### config.mk
export PLATFORM = sky130hd
export DESIGN_NAME = delay_line_deserializer_flat
export DESIGN_NICKNAME = d
export VERILOG_FILES = /design/src/rtl/delay_line_deserializer_if.sv /design/src/rtl/delay_line_deserializer.sv /design/src/flat_wrapper.sv
export SDC_FILE = /design/constraint.sdc
export NUM_CORES = 1
export LEC_CHECK = 0
export CAP_MARGIN = 20
export CORE_UTILIZATION = 30
export DETAILED_ROUTE_END_ITERATION = 7
export PLACE_DENSITY = 0.5
export SYNTH_ARGS = -nofsm -noshare
export SYNTH_HDL_FRONTEND = slang
export SYNTH_SLANG_ARGS = --single-unit
### constraint.sdc
create_clock -name clk -period 2.1 [get_ports clk]
set_clock_uncertainty 0.1 [all_clocks]
set_input_delay 0.315 -clock clk [delete_from_list [all_inputs] [get_ports clk]]
set_output_delay 0.315 -clock clk [all_outputs]
set_load 0.02 [all_outputs]
### src/rtl/delay_line_deserializer_if.sv
// Serial-in / parallel-out bundle for the delay-line deserializer.
// The master drives bits and ready; the slave (receiver) returns words and status.
interface delay_line_deserializer_if #(
  parameter int unsigned WIDTH = 8
);
  logic             in0;
  logic             in_valid;
  logic [WIDTH-1:0] out_data;
  logic             out_valid;
  logic             out_ready;
  logic             frame_err;
  logic             overrun;
  logic             busy;

  modport master (
    output in0, in_valid, out_ready,
    input  out_data, out_valid, frame_err, overrun, busy
  );

  modport slave (
    input  in0, in_valid, out_ready,
    output out_data, out_valid, frame_err, overrun, busy
  );
endinterface

### src/rtl/delay_line_deserializer.sv
// Frames start/data/stop bits from the delay-line output into WIDTH-bit words,
// buffers them in a DEPTH-entry FIFO and reports framing errors and overruns.
module delay_line_deserializer #(
  parameter int unsigned WIDTH = 8,
  parameter int unsigned DEPTH = 2
) (
  input  logic                      clk,
  input  logic                      rst_n,
  delay_line_deserializer_if.slave  bus
);
  localparam int unsigned CW = (WIDTH > 1) ? $clog2(WIDTH) : 1;
  localparam int unsigned AW = (DEPTH > 1) ? $clog2(DEPTH) : 1;

  typedef enum logic [1:0] {IDLE, DATA, STOP} state_t;

  state_t           state_q;
  logic [WIDTH-1:0] shift_q;
  logic [CW-1:0]    cnt_q;
  logic [WIDTH-1:0] mem_q [DEPTH];
  logic [AW-1:0]    wr_ptr_q;
  logic [AW-1:0]    rd_ptr_q;
  logic [AW:0]      count_q;
  logic [AW:0]      count_d;
  logic             frame_err_q;
  logic             overrun_q;

  logic push, pop, full, push_ok;

  always_comb begin
    push    = bus.in_valid && (state_q == STOP) && !bus.in0;
    pop     = (count_q != '0) && bus.out_ready;
    full    = (count_q == (AW+1)'(DEPTH));
    // A pop on the same edge frees the head slot, so a push into a full FIFO still lands.
    push_ok = push && (!full || pop);
    count_d = count_q;
    if (push_ok && !pop)
      count_d = count_q + 1'b1;
    else if (!push_ok && pop)
      count_d = count_q - 1'b1;
  end

  always_ff @(posedge clk or negedge rst_n) begin
    if (!rst_n) begin
      state_q     <= IDLE;
      shift_q     <= '0;
      cnt_q       <= '0;
      wr_ptr_q    <= '0;
      rd_ptr_q    <= '0;
      count_q     <= '0;
      frame_err_q <= 1'b0;
      overrun_q   <= 1'b0;
      for (int unsigned i = 0; i < DEPTH; i++)
        mem_q[i] <= '0;
    end else begin
      frame_err_q <= 1'b0;
      overrun_q   <= push && !push_ok;
      if (bus.in_valid) begin
        unique case (state_q)
          IDLE: begin
            if (bus.in0) begin
              state_q <= DATA;
              cnt_q   <= '0;
            end
          end
          DATA: begin
            shift_q[cnt_q] <= bus.in0;
            cnt_q          <= cnt_q + 1'b1;
            if (cnt_q == CW'(WIDTH - 1))
              state_q <= STOP;
          end
          STOP: begin
            frame_err_q <= bus.in0;
            state_q     <= IDLE;
          end
          default: state_q <= IDLE;
        endcase
      end
      if (push_ok) begin
        mem_q[wr_ptr_q] <= shift_q;
        wr_ptr_q        <= wr_ptr_q + 1'b1;
      end
      if (pop)
        rd_ptr_q <= rd_ptr_q + 1'b1;
      count_q <= count_d;
    end
  end

  assign bus.out_data  = mem_q[rd_ptr_q];
  assign bus.out_valid = (count_q != '0);
  assign bus.frame_err = frame_err_q;
  assign bus.overrun   = overrun_q;
  assign bus.busy      = (state_q != IDLE);
endmodule

### src/flat_wrapper.sv
// flat-port wrapper written by rule: the top's interface ports become plain ports
module delay_line_deserializer_flat 
#(
  parameter int unsigned WIDTH = 8,
  parameter int unsigned DEPTH = 2
)
  (clk, rst_n, bus_in0, bus_in_valid, bus_out_ready, bus_out_data, bus_out_valid, bus_frame_err, bus_overrun, bus_busy);
  delay_line_deserializer_if #(.WIDTH(WIDTH)) bus_i ();
  input  logic clk;
  input  logic rst_n;
  input wire logic [$bits(bus_i.in0)-1:0] bus_in0;
  input wire logic [$bits(bus_i.in_valid)-1:0] bus_in_valid;
  input wire logic [$bits(bus_i.out_ready)-1:0] bus_out_ready;
  output wire logic [$bits(bus_i.out_data)-1:0] bus_out_data;
  output wire logic [$bits(bus_i.out_valid)-1:0] bus_out_valid;
  output wire logic [$bits(bus_i.frame_err)-1:0] bus_frame_err;
  output wire logic [$bits(bus_i.overrun)-1:0] bus_overrun;
  output wire logic [$bits(bus_i.busy)-1:0] bus_busy;
  assign bus_i.in0 = bus_in0;
  assign bus_i.in_valid = bus_in_valid;
  assign bus_i.out_ready = bus_out_ready;
  assign bus_out_data = bus_i.out_data;
  assign bus_out_valid = bus_i.out_valid;
  assign bus_frame_err = bus_i.frame_err;
  assign bus_overrun = bus_i.overrun;
  assign bus_busy = bus_i.busy;
  delay_line_deserializer #(.WIDTH(WIDTH), .DEPTH(DEPTH)) u_core (.clk(clk), .rst_n(rst_n), .bus(bus_i));
endmodule
---- Yosys cells after proc, flatten, opt, wreduce, memory -nomap -nowiden ----
Index checks and enable logic that the tools add are counted.
W data, S select, Z words.
operators by class
  add/sub/neg operators ................... 5
  order comparisons ....................... 5
  eq/ne operators ......................... 6
  mux-type cells .......................... 18
  bitwise gates (word level) .............. 2
  reductions and logical operators ........ 22
operators by type and width
  cell                   count
  $mux W8                4
  $bwmux W16             1
  $logic_and A1 B1 Y1    9
  $bwmux W8              1
  $demux W8 S1           1
  $mux W2                4
  $reduce_bool A2 Y1     4
  $pmux W3 S2            1
  $reduce_and A3 Y1      2
  $eq A2 B2 Y1 const B   2
  $ge A2 B2 Y1 const B   2
  $logic_not A1 Y1       4
  $lt A3 B4 Y1 const B   1
  $not A1 Y2             2
  $pmux W2 S2            1
  $add A3 B1 Y3 const B  1
  $demux W1 S3           1
  $eq A3 B3 Y1 const B   1
  $ge A3 B1 Y1 const B   1
  $mux W1                3
  $mux W3                1
  $add A1 B1 Y1 const B  2
  $add A2 B1 Y2 const B  1
  $eq A2 B1 Y1 const B   1
  7 further kinds        7
word-level totals
  register bits ........................... 35
  output and inout port bits .............. 12
  logic and storage cells ................. 68

---- Longest topological paths before layout ----
  depth after elaboration ................. 8
  gate-level depth with buffers ........... 6
  gate-level depth less buffers ........... 6

---- Least setup slack after synthesis ----
Ideal clock, no wire load.
  kind .................................... reg-to-reg
  start point ............................. reg u_core.state_q[0]
  end point ............................... reg u_core.mem_q[0] (netlist name)
  library setup time ...................... 125 ps
  data arrival time ....................... 1,466 ps
  data required time ...................... 1,875 ps
  slack ................................... 409 ps
  cell stages (with the launch flop) ...... 5
  period minus slack after synthesis ...... 1,691 ps
  cell sequence ........................... dfrtp_1 -> nand4bb_4 -> or3b_1 -> buf_6 -> mux2_4
on the way
  longest elaborated chain between the ends .. 4
ends and longest elaborated chain
  item                               RTL line                       source
  from (decl)                        delay_line_deserializer.sv:16  state_t state_q;
  from (signal assigned)             delay_line_deserializer.sv:44  state_q <= IDLE;
  from (signal assigned)             delay_line_deserializer.sv:61  state_q <= DATA;
  from (signal assigned)             delay_line_deserializer.sv:69  state_q <= STOP;
  $eq A2 B2 Y1                       delay_line_deserializer.sv:30  push = bus.in_valid && (state_q == STOP) && !bus.in0;
  $logic_and A1 B1 Y1 (2 in series)  delay_line_deserializer.sv:30
  $logic_and A1 B1 Y1                delay_line_deserializer.sv:34  push_ok = push && (!full || pop);
  to (signal, indexed assignment)    delay_line_deserializer.sv:79  mem_q[wr_ptr_q] <= shift_q;
  to (decl)                          delay_line_deserializer.sv:19  logic [WIDTH-1:0] mem_q [DEPTH];
No other way between the ends.
A chain may end at the register's enable or synchronous reset.

---- Worst setup path after layout ----
  start point ............................. reg u_core.state_q[1]
  end point ............................... out bus_busy
on the way
  longest elaborated chain between the ends .. 1
ends and longest elaborated chain
  item                RTL line                       source
  $reduce_bool A2 Y1  delay_line_deserializer.sv:92  assign bus.busy = (state_q != IDLE);
  to (decl)           flat_wrapper.sv:18             output wire logic [$bits(bus_i.busy)-1:0] bus_busy;
No other way between the ends.

==> results list <==
- At the worst endpoint, the arrival time is 1.61 ns.
* Ys flop type: dfrtp_1
- The floorplan has 26 rows.
- At the pin with the least slew margin, the transition time is 0.452 ns.
- Filler cell count in the final layout: 502
- Across the run, the number of max-cap violations was 0.
- Drt pass-1 iters: 4
* Post-DP Area: 0.00190 mm^2
- Max Root-Sink Buffers: 2
* Wire length per cell: 14.0 um
- Most frequently used cell type in the post-synthesis netlist: dfrtp_1
- Adding up every negative setup slack in the final design gives 0 ns.
- Final clock period utilization by the worst path: 0.965
- Data required time of the worst path: 1.68 ns
- The layer flagged by global routing as most heavily used is met2.
* EDFF count, synth: 0
- Cell Count Post-Placement: 202
* Worst-path cell with the longest stage delay: clkdlybuf4s50_1
* Final HPWL DP: 1.93 mm
- From synthesis to final layout, the design area changed by 24.2%.
* Maximum number of pins on one net before global-route repair: 36
- Overall routing resource usage: 0.124
* Initial antenna violation count: 0
- Final total power: 2.03 mW
- On the worst path, the slowest cell contributes a delay of 0.54 ns.
- Yosys reg bits: 35
* Run status: complete, no violations
* Share of final-layout standard cells stronger than drive strength 1: 0.413
* Post-synthesis cell count: 113
- The first global-routing pass estimated 5.02 mm of wire.
* Met2 GRT Util: 0.196
- LEAKAGE: 1.05 nW
- Top cell type by total area after synthesis: dfrtp_1
- Synth top area share: 0.540
- Buffer type at the clock tree root: clkbuf_8
* Worst reg2reg startpoint: u_core.state_q[0]
* Total number of nets in the final design: 150
* Number of I/O port buffers: 16
* Area of the multi-input gates: 713 um^2
* Largest fanout on the critical path: 8
* Worst voltage drop across the vdd grid: 333 uV
- Type of the tightest min-delay check: in -> async
- The worst register-to-register path ends at u_core.mem_q[0].
- Placeable core area: 0.00517 mm^2
* Fin cells: 213
* Hold violation count in the final report: 0
* Type of element capturing the critical path: output pin
- Maximum clock frequency: 493 MHz
- The floorplan step defined a die boundary enclosing 0.00570 mm^2.
* Antenna Violating Nets Remaining: 0
- The Yosys step of the flow raised 0 warnings.
- The number of nets in the synthesized netlist is 121.
- Internal reg-to-reg setup slack: 0.30 ns
- Tracing the worst setup path back leads to its startpoint at u_core.state_q[1].
* Synth Cell Area: 0.00162 mm^2
- The routed layout has 989 vias.
- The worst setup path is launched from a flop.
- The finished cells cover 0.00201 mm^2.
* Setup Crit Path Kind: reg -> out
- Final worst setup slack: 0.0734 ns
- Of all flip-flops after synthesis, the portion carrying an async set or reset was 1.00.
* Placer Congestion: 0.741
- Max-slew headroom: 0.699
- Shortest period the worst path allows: 2.03 ns
* Count of hold buffers inserted by post-cts repair: 0
* Leading cell types by count after synthesis: 35 x dfrtp_1, 24 x mux2_2, 8 x mux2_4
- Insertion delay of the later-clocked pin in the worst-skew pair: 0.28 ns
- Ratio of total power to cell area: 1010 mW/mm^2
- CTS HTree Levels: 2
- FF+latch area: 877 um^2
- Initial core utilization: 0.313
- Using the TritonRoute via totals, the vias-per-cell ratio works out to 4.64.
- Clock-pin slew of the registers on the worst-case setup and hold paths: 0.07 ns
* Die extent in y: 75.5 um
- For this run, global-route usage on met3 was measured as 0.0357.
* Sequential area share after synthesis: 0.540
- Number of slew-limit violations in the final report: 0
- Grt ovf: 0
- The die is 75.5 um wide.
- 17 I/O pins were placed.
- Averaged over all synthesized cells, the footprint is 14.4 um^2.
- The via count of the first global-routing pass was 1029.
* Met1 global-route usage: 0.154
- Distinct cell type count after synthesis: 32
- RSZ-0062 raised after global routing: no
- Series of cell instances along the critical path: or2_2 -> clkdlybuf4s50_1
- Top cells by area in the synthesized netlist: dfrtp_1 54%, mux2_2 17%, mux2_4 7.4%
- Number of antenna cells inserted: 0
- Final setup fails: 0
- Number of buffers inserted during clock tree synthesis: 5
- Post-Place Worst Slack: -0.0179 ns
- The worst register-to-register path has a depth of 4.
- After the first detailed-routing iteration, the DRC count stood at 56.
- Clock tree from TritonCTS: built
- DR DRC count: 0
* TritonCTS Sinks: 35
* Total wire length: 2.98 mm
## stage by stage
step                      hold WS [ns]  utilization
final                            0.349        0.389
after global routing             0.397        0.389
after CTS                        0.362        0.387
after detailed placement         0.395        0.367
after global placement           0.388        0.367
after floorplan                -0.0806            -
## layout by cell type, fill, tap and decap left out, types with 5 or more instances in the layout
cell             instances
mux2_2                  24
mux2_4                   8
clkdlybuf4s50_1          8
dfrtp_1                 34
clkbuf_8                 5
dlymetal6s2s_1           5
buf_4                   10
## what timing repair did
action	4_1_cts	5_1_grt
buffers inserted	3	0
endpoints found under the setup margin	8	5
resized for setup	4	5
## final cells by class
cell class	count	area share
well taps	70	0.0435
clock buffers	5	0.0342
clock inverters	3	0.00745
inverters	1	0.00186
repair buffers	27	0.124
flip-flops and latches	35	0.435
multi-input cells	72	0.354
## routing by layer
| layer | part of all wire | vias to the layer above |
|---|---|---|
| li1 | - | 469 |
| met1 | 0.47 | 497 |
| met2 | 0.48 | 18 |
| met3 | 0.030 | 5 |
| met4 | 0.021 | 0 |
| met5 | 0 | - |
## worst max-delay path by stage
stage | endpoint | slack, ns | depth (start not counted)
floorplan | u_core.mem_q[0] | 0.41 | 4
global placement | u_core.mem_q[1] | 0.004 | 6
detailed placement | u_core.mem_q[3] | -0.02 | 6
CTS | bus_out_data[3] | 0.01 | 3
global route | bus_busy | 0.007 | 2
finish | bus_busy | 0.07 | 2
## cell families after synthesis
| family | count (synthesis) | synth area share |
|---|---|---|
| compound gates | 7 | 0.0324 |
| mux | 32 | 0.241 |
| buf+inv | 6 | 0.0201 |
| simple gates | 25 | 0.117 |
| flops | 35 | 0.540 |
| fa+ha+maj | 3 | 0.0232 |
| xor+xnor | 5 | 0.0270 |
## state kept, by name, indices dropped and copies added, names as in the netlist
name / count
u_core.mem_q: 16
u_core.shift_q: 8
u_core.cnt_q: 3
u_core.count_q: 2
u_core.state_q: 2
u_core.bus.frame_err: 1
u_core.bus.overrun: 1
u_core.rd_ptr_q: 1
u_core.wr_ptr_q: 1
## critical path: cells and delay by family, from the launching register on
kind                   cells  cell delay, ns
and+or+nand+nor            1            0.31
buffers and inverters      1            0.54
DFF                        1            0.48
## power breakdown
group / leakage (nW) / internal (mW) / total [mW] / switching, mW
clock: 0.0477 / 0.226 / 0.460 / 0.234
sequential: 0.460 / 0.835 / 1.01 / 0.172
combinational: 0.547 / 0.333 / 0.566 / 0.233
Note: power is estimated with default switching activity, not from simulation.
